==> src/rtl/mem_ctrl.sv <==
// mem_ctrl: arbitrates one instruction-fetch slot and one load/store slot onto a byte-wide RAM.
// Each request is split into 1/2/4 byte accesses. Read bytes are assembled little-endian and
// each completion is reported with a one-cycle OutEn pulse. Data requests win over fetches.
module mem_ctrl (
    input  logic        clk,
    input  logic        rst,
    // instruction-fetch requester
    input  logic        instEn,
    input  logic [31:0] instAddr,
    output logic        memInstFree,
    output logic        memInstOutEn,
    output logic [31:0] memInst,
    // load/store requester
    input  logic        dataEn,
    input  logic        dataWr,
    input  logic [31:0] dataAddr,
    input  logic [1:0]  dataLen,
    input  logic [31:0] dataIn,
    output logic        memDataFree,
    output logic        memDataOutEn,
    output logic [31:0] memDataOut,
    // RAM port
    output logic [31:0] ramAddr,
    output logic        ramWr,
    output logic [7:0]  ramDout,
    input  logic [7:0]  ramDin
);

    typedef enum logic [1:0] {StIdle, StInst, StDrd, StDwr} state_e;

    state_e      state_q, state_d;
    logic [1:0]  cnt_q, cnt_d;
    logic [31:0] word_q, word_d;

    logic        inst_free_q, inst_free_d;
    logic [31:0] inst_addr_q, inst_addr_d;

    logic        data_free_q, data_free_d;
    logic        data_wr_q, data_wr_d;
    logic [31:0] data_addr_q, data_addr_d;
    logic [1:0]  data_len_q, data_len_d;
    logic [31:0] data_in_q, data_in_d;

    logic        inst_out_en_q, inst_out_en_d;
    logic [31:0] inst_word_q, inst_word_d;
    logic        data_out_en_q, data_out_en_d;
    logic [31:0] data_word_q, data_word_d;

    logic        inst_take, data_take;
    logic        inst_req, data_req, eff_wr;
    logic [1:0]  data_last;
    logic [31:0] asm_word;
    logic [31:0] base_addr;

    // Request slot capture, arbitration and byte sequencing.
    always_comb begin
        state_d       = state_q;
        cnt_d         = cnt_q;
        word_d        = word_q;
        inst_free_d   = inst_free_q;
        inst_addr_d   = inst_addr_q;
        data_free_d   = data_free_q;
        data_wr_d     = data_wr_q;
        data_addr_d   = data_addr_q;
        data_len_d    = data_len_q;
        data_in_d     = data_in_q;
        inst_out_en_d = 1'b0;
        inst_word_d   = inst_word_q;
        data_out_en_d = 1'b0;
        data_word_d   = data_word_q;

        // A strobe is only accepted into an empty slot.
        inst_take = instEn & inst_free_q;
        data_take = dataEn & data_free_q;
        if (inst_take) begin
            inst_free_d = 1'b0;
            inst_addr_d = instAddr;
        end
        if (data_take) begin
            data_free_d = 1'b0;
            data_wr_d   = dataWr;
            data_addr_d = dataAddr;
            data_len_d  = dataLen;
            data_in_d   = dataIn;
        end

        // In IDLE a cleared Free flag means a latched request is waiting.
        inst_req = inst_take | ~inst_free_q;
        data_req = data_take | ~data_free_q;
        eff_wr   = data_free_q ? dataWr : data_wr_q;

        // Current word with this cycle's RAM byte merged into lane cnt_q.
        asm_word = word_q;
        asm_word[{cnt_q, 3'b000} +: 8] = ramDin;

        unique case (state_q)
            StIdle: begin
                cnt_d  = 2'd0;
                word_d = 32'h0;
                if (data_req) begin
                    state_d = eff_wr ? StDwr : StDrd;
                end else if (inst_req) begin
                    state_d = StInst;
                end
            end
            StInst: begin
                word_d = asm_word;
                if (cnt_q == 2'd3) begin
                    inst_out_en_d = 1'b1;
                    inst_word_d   = asm_word;
                    inst_free_d   = 1'b1;
                    state_d       = StIdle;
                end else begin
                    cnt_d = cnt_q + 2'd1;
                end
            end
            StDrd: begin
                word_d = asm_word;
                if (cnt_q == data_last) begin
                    data_out_en_d = 1'b1;
                    data_word_d   = asm_word;
                    data_free_d   = 1'b1;
                    state_d       = StIdle;
                end else begin
                    cnt_d = cnt_q + 2'd1;
                end
            end
            StDwr: begin
                if (cnt_q == data_last) begin
                    data_out_en_d = 1'b1;
                    data_free_d   = 1'b1;
                    state_d       = StIdle;
                end else begin
                    cnt_d = cnt_q + 2'd1;
                end
            end
            default: state_d = StIdle;
        endcase
    end

    // Index of the final byte of the latched data access; encoding 10 is a full word.
    always_comb begin
        unique case (data_len_q)
            2'b00:   data_last = 2'd0;
            2'b01:   data_last = 2'd1;
            default: data_last = 2'd3;
        endcase
    end

    // RAM port drive; idle values are all zero.
    always_comb begin
        base_addr = (state_q == StInst) ? inst_addr_q : data_addr_q;
        ramAddr   = 32'h0;
        ramWr     = 1'b0;
        ramDout   = 8'h0;
        if (state_q != StIdle) begin
            ramAddr = base_addr + {30'h0, cnt_q};
        end
        if (state_q == StDwr) begin
            ramWr   = 1'b1;
            ramDout = data_in_q[{cnt_q, 3'b000} +: 8];
        end
    end

    // State and slot registers; reset abandons any transfer in flight.
    always_ff @(posedge clk or posedge rst) begin
        if (rst) begin
            state_q       <= StIdle;
            cnt_q         <= 2'd0;
            word_q        <= 32'h0;
            inst_free_q   <= 1'b1;
            inst_addr_q   <= 32'h0;
            data_free_q   <= 1'b1;
            data_wr_q     <= 1'b0;
            data_addr_q   <= 32'h0;
            data_len_q    <= 2'b00;
            data_in_q     <= 32'h0;
            inst_out_en_q <= 1'b0;
            inst_word_q   <= 32'h0;
            data_out_en_q <= 1'b0;
            data_word_q   <= 32'h0;
        end else begin
            state_q       <= state_d;
            cnt_q         <= cnt_d;
            word_q        <= word_d;
            inst_free_q   <= inst_free_d;
            inst_addr_q   <= inst_addr_d;
            data_free_q   <= data_free_d;
            data_wr_q     <= data_wr_d;
            data_addr_q   <= data_addr_d;
            data_len_q    <= data_len_d;
            data_in_q     <= data_in_d;
            inst_out_en_q <= inst_out_en_d;
            inst_word_q   <= inst_word_d;
            data_out_en_q <= data_out_en_d;
            data_word_q   <= data_word_d;
        end
    end

    assign memInstFree  = inst_free_q;
    assign memInstOutEn = inst_out_en_q;
    assign memInst      = inst_word_q;
    assign memDataFree  = data_free_q;
    assign memDataOutEn = data_out_en_q;
    assign memDataOut   = data_word_q;

endmodule

==> config.mk <==
export PLATFORM = sky130hd
export DESIGN_NAME = mem_ctrl
export DESIGN_NICKNAME = d
export VERILOG_FILES = /design/src/rtl/mem_ctrl.sv
export SDC_FILE = /design/constraint.sdc
export NUM_CORES = 1
export LEC_CHECK = 0
export CORE_MARGIN = 5
export CORE_UTILIZATION = 50
export CTS_BUF_LIST = sky130_fd_sc_hd__clkbuf_4
export DETAILED_ROUTE_END_ITERATION = 16
export PLACE_DENSITY = 0.86
export SETUP_SLACK_MARGIN = 0.05
export SLEW_MARGIN = 20
export SYNTH_ARGS = -nofsm -noshare
export SYNTH_HDL_FRONTEND = slang
export SYNTH_SLANG_ARGS = --single-unit
==> constraint.sdc <==
create_clock -name clk -period 19 [get_ports clk]
set_clock_uncertainty 0.1 [all_clocks]
set_input_delay 3.8 -clock clk [delete_from_list [all_inputs] [get_ports clk]]
set_output_delay 3.8 -clock clk [all_outputs]
set_load 0.02 [all_outputs]
==> results of run 1 <==
[through the flow]
stage | hold WS (ns) | instances | utilization, %
detailed placement | 0.3696 | 1334 | 63.37
CTS | 0.3834 | 1428 | 66.90
floorplan | 0.3547 | 895 | -
global route | 0.4007 | 1428 | 66.92
global placement | 0.3615 | 1334 | 63.37
finish | 0.3794 | 1428 | 66.92
[report_power, final]
part	internal [mW]	leakage [nW]	total (mW)	switching, mW
Sequential	0.608	2.52	0.750	0.141
Clock	0.211	0.417	0.390	0.179
Combinational	0.477	2.79	0.987	0.511
Total	1.30	5.73	2.13	0.831
[logic make-up (layout without fill, tap and decap cells)]
kind of cell / count (synthesis) / in the layout / share of synthesized area (%)
xor gates and xnor gates: 12 / 12 / 1.053
and+or+nand+nor: 243 / 243 / 12.85
buffers and inverters: 66 / 334 / 2.758
DFF: 203 / 203 / 50.93
adders and majority gates: 14 / 14 / 1.831
muxes: 138 / 138 / 16.21
AOI/OAI and AO/OA: 219 / 219 / 14.37
[final timing paths]
path                          startpoint        endpoint  depth (start not counted)
hold reg to reg            memDataOut[5]   memDataOut[5]                          2
hold / removal             memDataOut[5]   memDataOut[5]                          2
setup / recovery              state_q[1]     ramAddr[24]                         12
setup reg to reg                cnt_q[0]      word_q[28]                          6
max in group asynchronous            rst  inst_addr_q[7]                          3
min in group asynchronous            rst    memInstOutEn                          2
[placed cells by master (no fill, tap or decap), types with 3 or more instances in the layout]
cell	netlist	layout
sky130_fd_sc_hd__nor2b_1	37	37
sky130_fd_sc_hd__nand4_1	11	11
sky130_fd_sc_hd__clkbuf_4	0	83
sky130_fd_sc_hd__a21o_1	31	31
sky130_fd_sc_hd__inv_1	10	9
sky130_fd_sc_hd__buf_4	1	11
sky130_fd_sc_hd__o31ai_1	4	4
sky130_fd_sc_hd__clkdlybuf4s50_1	0	219
sky130_fd_sc_hd__clkinv_1	0	8
sky130_fd_sc_hd__o21a_1	4	4
sky130_fd_sc_hd__a21oi_1	75	75
sky130_fd_sc_hd__or4_1	3	3
sky130_fd_sc_hd__nor3_1	13	13
sky130_fd_sc_hd__ha_1	13	11
sky130_fd_sc_hd__o21ai_0	44	44
sky130_fd_sc_hd__mux2_2	109	109
sky130_fd_sc_hd__mux2i_1	21	21
sky130_fd_sc_hd__o31a_1	4	4
sky130_fd_sc_hd__and2_1	12	11
sky130_fd_sc_hd__a22oi_1	4	4
sky130_fd_sc_hd__nand4b_1	4	4
sky130_fd_sc_hd__nand2b_1	3	3
sky130_fd_sc_hd__dfrtp_1	201	201
sky130_fd_sc_hd__nand2_1	61	60
sky130_fd_sc_hd__xnor2_1	11	11
sky130_fd_sc_hd__or3_1	6	6
sky130_fd_sc_hd__nand3_1	15	15
sky130_fd_sc_hd__nor4_1	8	8
sky130_fd_sc_hd__nand3b_1	9	9
sky130_fd_sc_hd__a22o_1	33	33
sky130_fd_sc_hd__mux4_2	8	8
sky130_fd_sc_hd__nor2_1	50	50
[layer usage]
layer | GRT usage [%] | wire, um | vias to the layer above
li1 | - | - | 3734
met1 | 30.67 | 11120 | 3942
met2 | 40.48 | 13740 | 302
met3 | 6.942 | 2328 | 51
met4 | 8.205 | 685 | 4
met5 | 0 | 21 | -
[worst reg2reg max path, stage by stage (launching register included)]
cell,delay [ns]
sky130_fd_sc_hd__dfrtp_1,0.97
sky130_fd_sc_hd__inv_1,0.37
sky130_fd_sc_hd__ha_1,0.46
sky130_fd_sc_hd__nor4b_2,0.75
sky130_fd_sc_hd__nor2b_1,0.59
sky130_fd_sc_hd__a21o_1,0.21
sky130_fd_sc_hd__a22o_1,0.12
[final cells by class]
cell class,count,area [um^2],share of cell area (%)
repair buffers,230,2275,17.41
flip-flops and latches,203,5082,38.90
well taps,265,331.6,2.538
inverters,10,45.04,0.3447
clock buffers,83,623.1,4.769
multi-input cells,626,4642,35.53
clock inverters,11,67.56,0.5171
[synth_stat cells (2+ instances only)]
cell type,count
sky130_fd_sc_hd__and2_1,12
sky130_fd_sc_hd__a21boi_0,2
sky130_fd_sc_hd__nand2_1,61
sky130_fd_sc_hd__xnor2_1,11
sky130_fd_sc_hd__clkbuf_2,8
sky130_fd_sc_hd__o31a_1,4
sky130_fd_sc_hd__nand3_2,2
sky130_fd_sc_hd__a21oi_1,75
sky130_fd_sc_hd__o21a_1,4
sky130_fd_sc_hd__mux4_2,8
sky130_fd_sc_hd__nor2_1,50
sky130_fd_sc_hd__nor2b_1,37
sky130_fd_sc_hd__buf_2,5
sky130_fd_sc_hd__nor4_1,8
sky130_fd_sc_hd__clkbuf_1,26
sky130_fd_sc_hd__o21ai_0,44
sky130_fd_sc_hd__a22o_1,33
sky130_fd_sc_hd__o31ai_1,4
sky130_fd_sc_hd__a22oi_1,4
sky130_fd_sc_hd__or4_1,3
sky130_fd_sc_hd__inv_1,10
sky130_fd_sc_hd__nor3_1,13
sky130_fd_sc_hd__a32o_1,2
sky130_fd_sc_hd__mux2i_1,21
sky130_fd_sc_hd__buf_1,15
sky130_fd_sc_hd__nand4b_1,4
sky130_fd_sc_hd__or3_1,6
sky130_fd_sc_hd__dfrtp_1,201
sky130_fd_sc_hd__a31oi_1,2
sky130_fd_sc_hd__a221oi_1,2
sky130_fd_sc_hd__dfstp_2,2
sky130_fd_sc_hd__a21o_1,31
sky130_fd_sc_hd__and3_1,2
sky130_fd_sc_hd__ha_1,13
sky130_fd_sc_hd__nand3_1,15
sky130_fd_sc_hd__nand2b_1,3
sky130_fd_sc_hd__o21bai_1,2
sky130_fd_sc_hd__nand4_1,11
sky130_fd_sc_hd__mux2_2,109
sky130_fd_sc_hd__nand3b_1,9
[state kept, by name, indices dropped and copies added (netlist names)]
| register | cells |
|---|---|
| memInstOutEn | 1 |
| data_wr_q | 1 |
| inst_addr_q | 32 |
| memInstFree | 1 |
| memDataOutEn | 1 |
| data_len_q | 2 |
| memDataFree | 1 |
| cnt_q | 2 |
| memDataOut | 32 |
| data_addr_q | 32 |
| data_in_q | 32 |
| state_q | 2 |
| word_q | 32 |
| memInst | 32 |
==> parameters.txt, run 1 <==
Parameter                              Value

Outcome
  Result of the run    complete, no violations

Placement
  Half-perimeter wire length of the detailed placement result    19.61 mm
  Post-place instance area    0.01237 mm^2
  Count of port buffers added during placement    219
  Final RePlAce weighted congestion    0.8842
  Placement Setup Slack    10.89 ns

Worst hold path
  Worst hold path class    flop to flop

Finish
  Diodes inserted    0
  Share of layout cells above drive strength 1    19.95%
  Growth of design area from synthesis to finish    30.93%
  Number of nets in the layout    1250
  Number of fillers in the final layout    1530
  Post-route cell area    0.01307 mm^2

Power
  Leakage power figure    5.733 nW
  Overall power after layout    2.127 mW
  Worst supply voltage drop on vdd    105.4 uV
  Cell Pwr Density    162.8 mW/mm^2

CTS
  Number of buffers created by CTS    54
  Clock transition at the registers of the reported paths    0.06 ns
  Clk Tree Root Cell    sky130_fd_sc_hd__clkbuf_4
  Number of H-tree levels    2
  Count of buffers added by post-CTS timing repair for setup    0
  # hold bufs at CTS    0
  Clk_lat worst skew    0.66 ns
  Gates resized, CTS repair    0
  Deepest clock path buffer count    3
  CTS tree    built
  Total clock sinks    203

Worst setup path
  Flop-to-flop setup slack    15.36 ns
  Worst EP arrival    4.91 ns
  Most frequent cell on the critical path    sky130_fd_sc_hd__inv_1
  Type of the worst setup path    flop to output pin
  Element type at the critical path start    flop
  Longest individual stage delay on the worst path    0.62 ns
  Critical-path cell list    inv_1 -> ha_2 -> buf_4 -> mux2_2 -> ha_1 -> inv_1 -> fa_1 -> a221oi_4 -> nand3_2 -> or4_1 -> a21oi_1 -> clkdlybuf4s50_1
  Maximum net fanout on the critical path    71
  Cell with the biggest individual delay on the critical path    sky130_fd_sc_hd__clkdlybuf4s50_1
  Total buffers and inverters traversed by the critical path    4
  WP data required    15.10 ns
  Element type at the critical path end    output pin
  Family with the most delay on the worst path    buffers and inverters

Drt
  Avg Vias per Cell    5.625
  Wire length per cell after detailed routing    19.53 um
  Iteration-0 DRC count of the detailed router    442
  Final Routed Wirelength    27.89 mm
  Routed via count    8033
  DRC errors left    0
  Number of routed nets with antenna violations    0
  Drt pass-1 iters    4

STA
  Post-Route Setup TNS    0 ns
  Max Slew Vio Count    0
  Relative slew margins    34.02%
  Post-route fraction of the period consumed by the critical path    46.38%
  Final number of hold-violating endpoints    0
  Actual slew at the worst max-slew pin    0.9821 ns
  Minimum clock period after layout    8.812 ns
  Setup repair after global routing missed its margin    false
  Final critical-path setup slack    10.19 ns
  F_max    113.5 MHz
  Final setup vio count    0

Synth
  Count of flip-flops with a built-in enable after synthesis    0
  Sequential element share of the synthesized area    50.93%
  Async set-reset flop share out of synthesis    100.0%
  Top cells by area in the synthesized netlist    sky130_fd_sc_hd__dfrtp_1 (50%), sky130_fd_sc_hd__mux2_2 (12%), sky130_fd_sc_hd__a21oi_1 (3.8%)
  Syn_nets    1020
  Cell count after synthesis    895
  Flip-flop and latch count after synthesis    203
  Cell type contributing the most total cell area after synthesis    sky130_fd_sc_hd__dfrtp_1
  Commonest register cell after synthesis    sky130_fd_sc_hd__dfrtp_1
  Mapped Area    0.009980 mm^2
  Average footprint of a synthesized cell    11.15 um^2
  Top-area cell type share of the netlist area    50.40%
  Post-synth cell types    61
  Number of warnings reported in the yosys synthesis log    0

GRT
  GRT Overall Usage    24.36%
  Grt total ovfl    0
  Initial antenna violation count    2
  Vias in the first global route    8339
  Global-route wire length before repair    43.94 mm
  Pin count of the biggest net entering global routing    128

Run
  Max cap viols    0

Floorplan
  # rows    51
  # IOs    220
  Initial cell density of the core    51.11%
  Die X-Extent    151.3 um
  Core Region    0.01953 mm^2
  Die ar.    0.02288 mm^2
  Chip Height    151.3 um
Note: power is estimated with default switching activity, not from simulation.
==> run 2, diff against run 1 <==
- clock period: 19 -> 8.4 ns (I/O delays scaled with it)
==> run 2 against run 1 <==
Compared with the run above: global-route usage decreased by 0.21 points; largest cell class unchanged; die area did not move; sequential share of layout area is 0.067 points higher; sequential power grew 130%; wire length fell by 1.4%; hold slack about the same; combinational power increased by 130%.
==> parameters.txt, run 2 (synthesis gave the netlist of run 1 again) <==
Parameter                              Value

Outcome
  Result of the run    complete, no violations

Placement
  Post-place instance area    0.01237 mm^2 (about the same)
  Final RePlAce weighted congestion    0.8889 (+0.53%)
  Count of port buffers added during placement    219 (unchanged)
  Half-perimeter wire length of the detailed placement result    19.45 mm (-0.79%)

Floorplan
  # IOs    220 (unchanged)
  Initial cell density of the core    51.11% (unchanged)
  Chip Height    151.3 um (unchanged)
  Die ar.    0.02288 mm^2 (unchanged)
  Die X-Extent    151.3 um (unchanged)
  Core Region    0.01953 mm^2 (unchanged)
  # rows    51 (unchanged)

CTS
  Total clock sinks    203 (unchanged)
  Gates resized, CTS repair    0 (unchanged)
  Clock transition at the registers of the reported paths    0.07 ns (about the same)
  Clk Tree Root Cell    sky130_fd_sc_hd__clkbuf_4
  Clk_lat worst skew    0.64 ns (-0.02 ns)
  # hold bufs at CTS    0 (unchanged)
  Deepest clock path buffer count    3 (unchanged)
  Count of buffers added by post-CTS timing repair for setup    0 (unchanged)
  CTS tree    built
  Number of buffers created by CTS    53 (-1.9%)
  Number of H-tree levels    2 (unchanged)

GRT
  Global-route wire length before repair    43.57 mm (-0.85%)
  Pin count of the biggest net entering global routing    128 (unchanged)
  Grt total ovfl    0 (unchanged)
  Vias in the first global route    8310 (-0.35%)
  Initial antenna violation count    2 (unchanged)
  GRT Overall Usage    24.15% (-0.21 points)

Power
  Cell Pwr Density    365.1 mW/mm^2 (+120%)
  Worst supply voltage drop on vdd    240.9 uV (+130%)
  Overall power after layout    4.762 mW (+120%)
  Leakage power figure    5.711 nW (-0.38%)

Drt
  Routed via count    7997 (-0.45%)
  Final Routed Wirelength    27.50 mm (-1.4%)
  Iteration-0 DRC count of the detailed router    481 (+8.8%)
  Drt pass-1 iters    5 (+1)
  Wire length per cell after detailed routing    19.26 um (-1.4%)
  Avg Vias per Cell    5.600 (-0.45%)
  DRC errors left    0 (unchanged)
  Number of routed nets with antenna violations    0 (unchanged)

STA
  F_max    154.3 MHz
  Post-Route Setup TNS    0 ns (unchanged)
  Relative slew margins    33.37% (-0.65 points)
  Final number of hold-violating endpoints    0 (unchanged)
  Actual slew at the worst max-slew pin    0.9852 ns (+0.003086 ns)
  Max Slew Vio Count    0 (unchanged)
  Minimum clock period after layout    6.480 ns
  Final setup vio count    0 (unchanged)
  Post-route fraction of the period consumed by the critical path    77.14%
  Setup repair after global routing missed its margin    false

Worst setup path
  Reg2reg end    word_q[7]
  Element type at the critical path start    flop
  Flop-to-flop setup slack    4.68 ns (-10.68 ns)
  Type of the worst setup path    flop to output pin
  Cell with the biggest individual delay on the critical path    sky130_fd_sc_hd__clkdlybuf4s50_1
  Maximum net fanout on the critical path    32 (-55%)
  Longest individual stage delay on the worst path    0.62 ns (about the same)
  WP data required    6.62 ns (-8.48 ns)
  Worst r2r path cells    6 (unchanged)
  Worst EP arrival    4.70 ns (-0.21 ns)
  Launch point of the worst reg-to-reg path    cnt_q[0]
  Element type at the critical path end    output pin
  Critical-path cell list    inv_1 -> ha_2 -> mux2_2 -> ha_1 -> inv_1 -> fa_1 -> a221oi_4 -> nand3_2 -> or4_1 -> a21oi_1 -> clkdlybuf4s50_1
  Family with the most delay on the worst path    adder cells
  Total buffers and inverters traversed by the critical path    3 (-1)
  Most frequent cell on the critical path    sky130_fd_sc_hd__inv_1

Worst hold path
  Worst Hold End    memDataOut[5]
  Number of cells on the worst hold path    2 (unchanged)
  Worst hold path class    flop to flop
  Origin of the worst min-delay path    memDataOut[5]

Run
  Max cap viols    0 (unchanged)

Finish
  Number of nets in the layout    1248 (-0.16%)
  Post-route cell area    0.01304 mm^2 (-0.17%)
  Most frequent standard cell in the layout excluding fill and tap cells    sky130_fd_sc_hd__clkdlybuf4s50_1
  Finished Core Util    66.80% (-0.12 points)
  Number of fillers in the final layout    1507 (-1.5%)
  Leading cell types in the layout, fill and taps excluded    sky130_fd_sc_hd__clkdlybuf4s50_1 (219), sky130_fd_sc_hd__dfrtp_1 (201), sky130_fd_sc_hd__mux2_2 (109)
  Growth of design area from synthesis to finish    30.71%
  Share of layout cells above drive strength 1    20.12% (+0.17 points)
run 2: cell types whose count changed in the layout (fill, tap and decap cells not counted):
cell                         change
sky130_fd_sc_hd__clkinv_1        -5
sky130_fd_sc_hd__diode_2         +5
sky130_fd_sc_hd__buf_4           -1
sky130_fd_sc_hd__bufinv_16       -1
sky130_fd_sc_hd__clkbuf_4        +1
sky130_fd_sc_hd__clkinvlp_4      +1
sky130_fd_sc_hd__nor4bb_1        -1
sky130_fd_sc_hd__nor4bb_2        +1
run 2: area by class of cell:
type                       instances  area (um^2)  share of cell area [%]
multi-input combinational        626         4648                   35.64
antenna                            5        12.51                 0.09592
inverter                          10        45.04                  0.3453
clock buffer                      84        630.6                   4.835
clock inverter                     6        26.28                  0.2014
timing repair buffer             229         2267                   17.38
sequential                       203         5082                   38.96
tap                              265        331.6                   2.542
run 2: per-layer routing:
layer  track usage (%)  wire length, um
met3             6.553             2311
met4             6.890              534
met2             41.14            13810
met1             30.26            10820
met5                 0               13
run 2: report_power, final:
| group | switching, mW | total, mW | internal [mW] | leakage [nW] |
|---|---|---|---|---|
| combinational | 1.16 | 2.24 | 1.08 | 2.79 |
| clock | 0.388 | 0.836 | 0.448 | 0.400 |
| sequential | 0.313 | 1.69 | 1.38 | 2.52 |
| total | 1.86 | 4.76 | 2.90 | 5.71 |
run 2: metrics by stage:
| stage | cells | setup slack, ns | hold slack [ns] |
|---|---|---|---|
| floorplan | 895 | 1.084 | 0.3547 |
| global placement | 1333 | 2.704 | 0.3610 |
| detailed placement | 1333 | 2.585 | 0.3699 |
| CTS | 1423 | 1.889 | 0.3835 |
| global route | 1424 | 1.649 | 0.4055 |
| finish | 1428 | 1.920 | 0.3793 |
run 2: worst max path at each step:
stage / startpoint / slack [ns] / end / cells after the start
final: state_q[1] / 1.92 / ramAddr[24] / 11
after global routing: state_q[1] / 1.65 / ramAddr[30] / 11
after floorplan: rst / 1.08 / cnt_q[0] / 1
after detailed placement: state_q[1] / 2.59 / ramAddr[24] / 11
after CTS: state_q[1] / 1.89 / ramAddr[24] / 11
after global placement: state_q[1] / 2.70 / ramAddr[24] / 11
run 2: worst min-delay path: stages (launching register included):
cell and delay (ns):
sky130_fd_sc_hd__dfrtp_1 0.34, sky130_fd_sc_hd__nand2_1 0.05, sky130_fd_sc_hd__o21ai_0 0.06
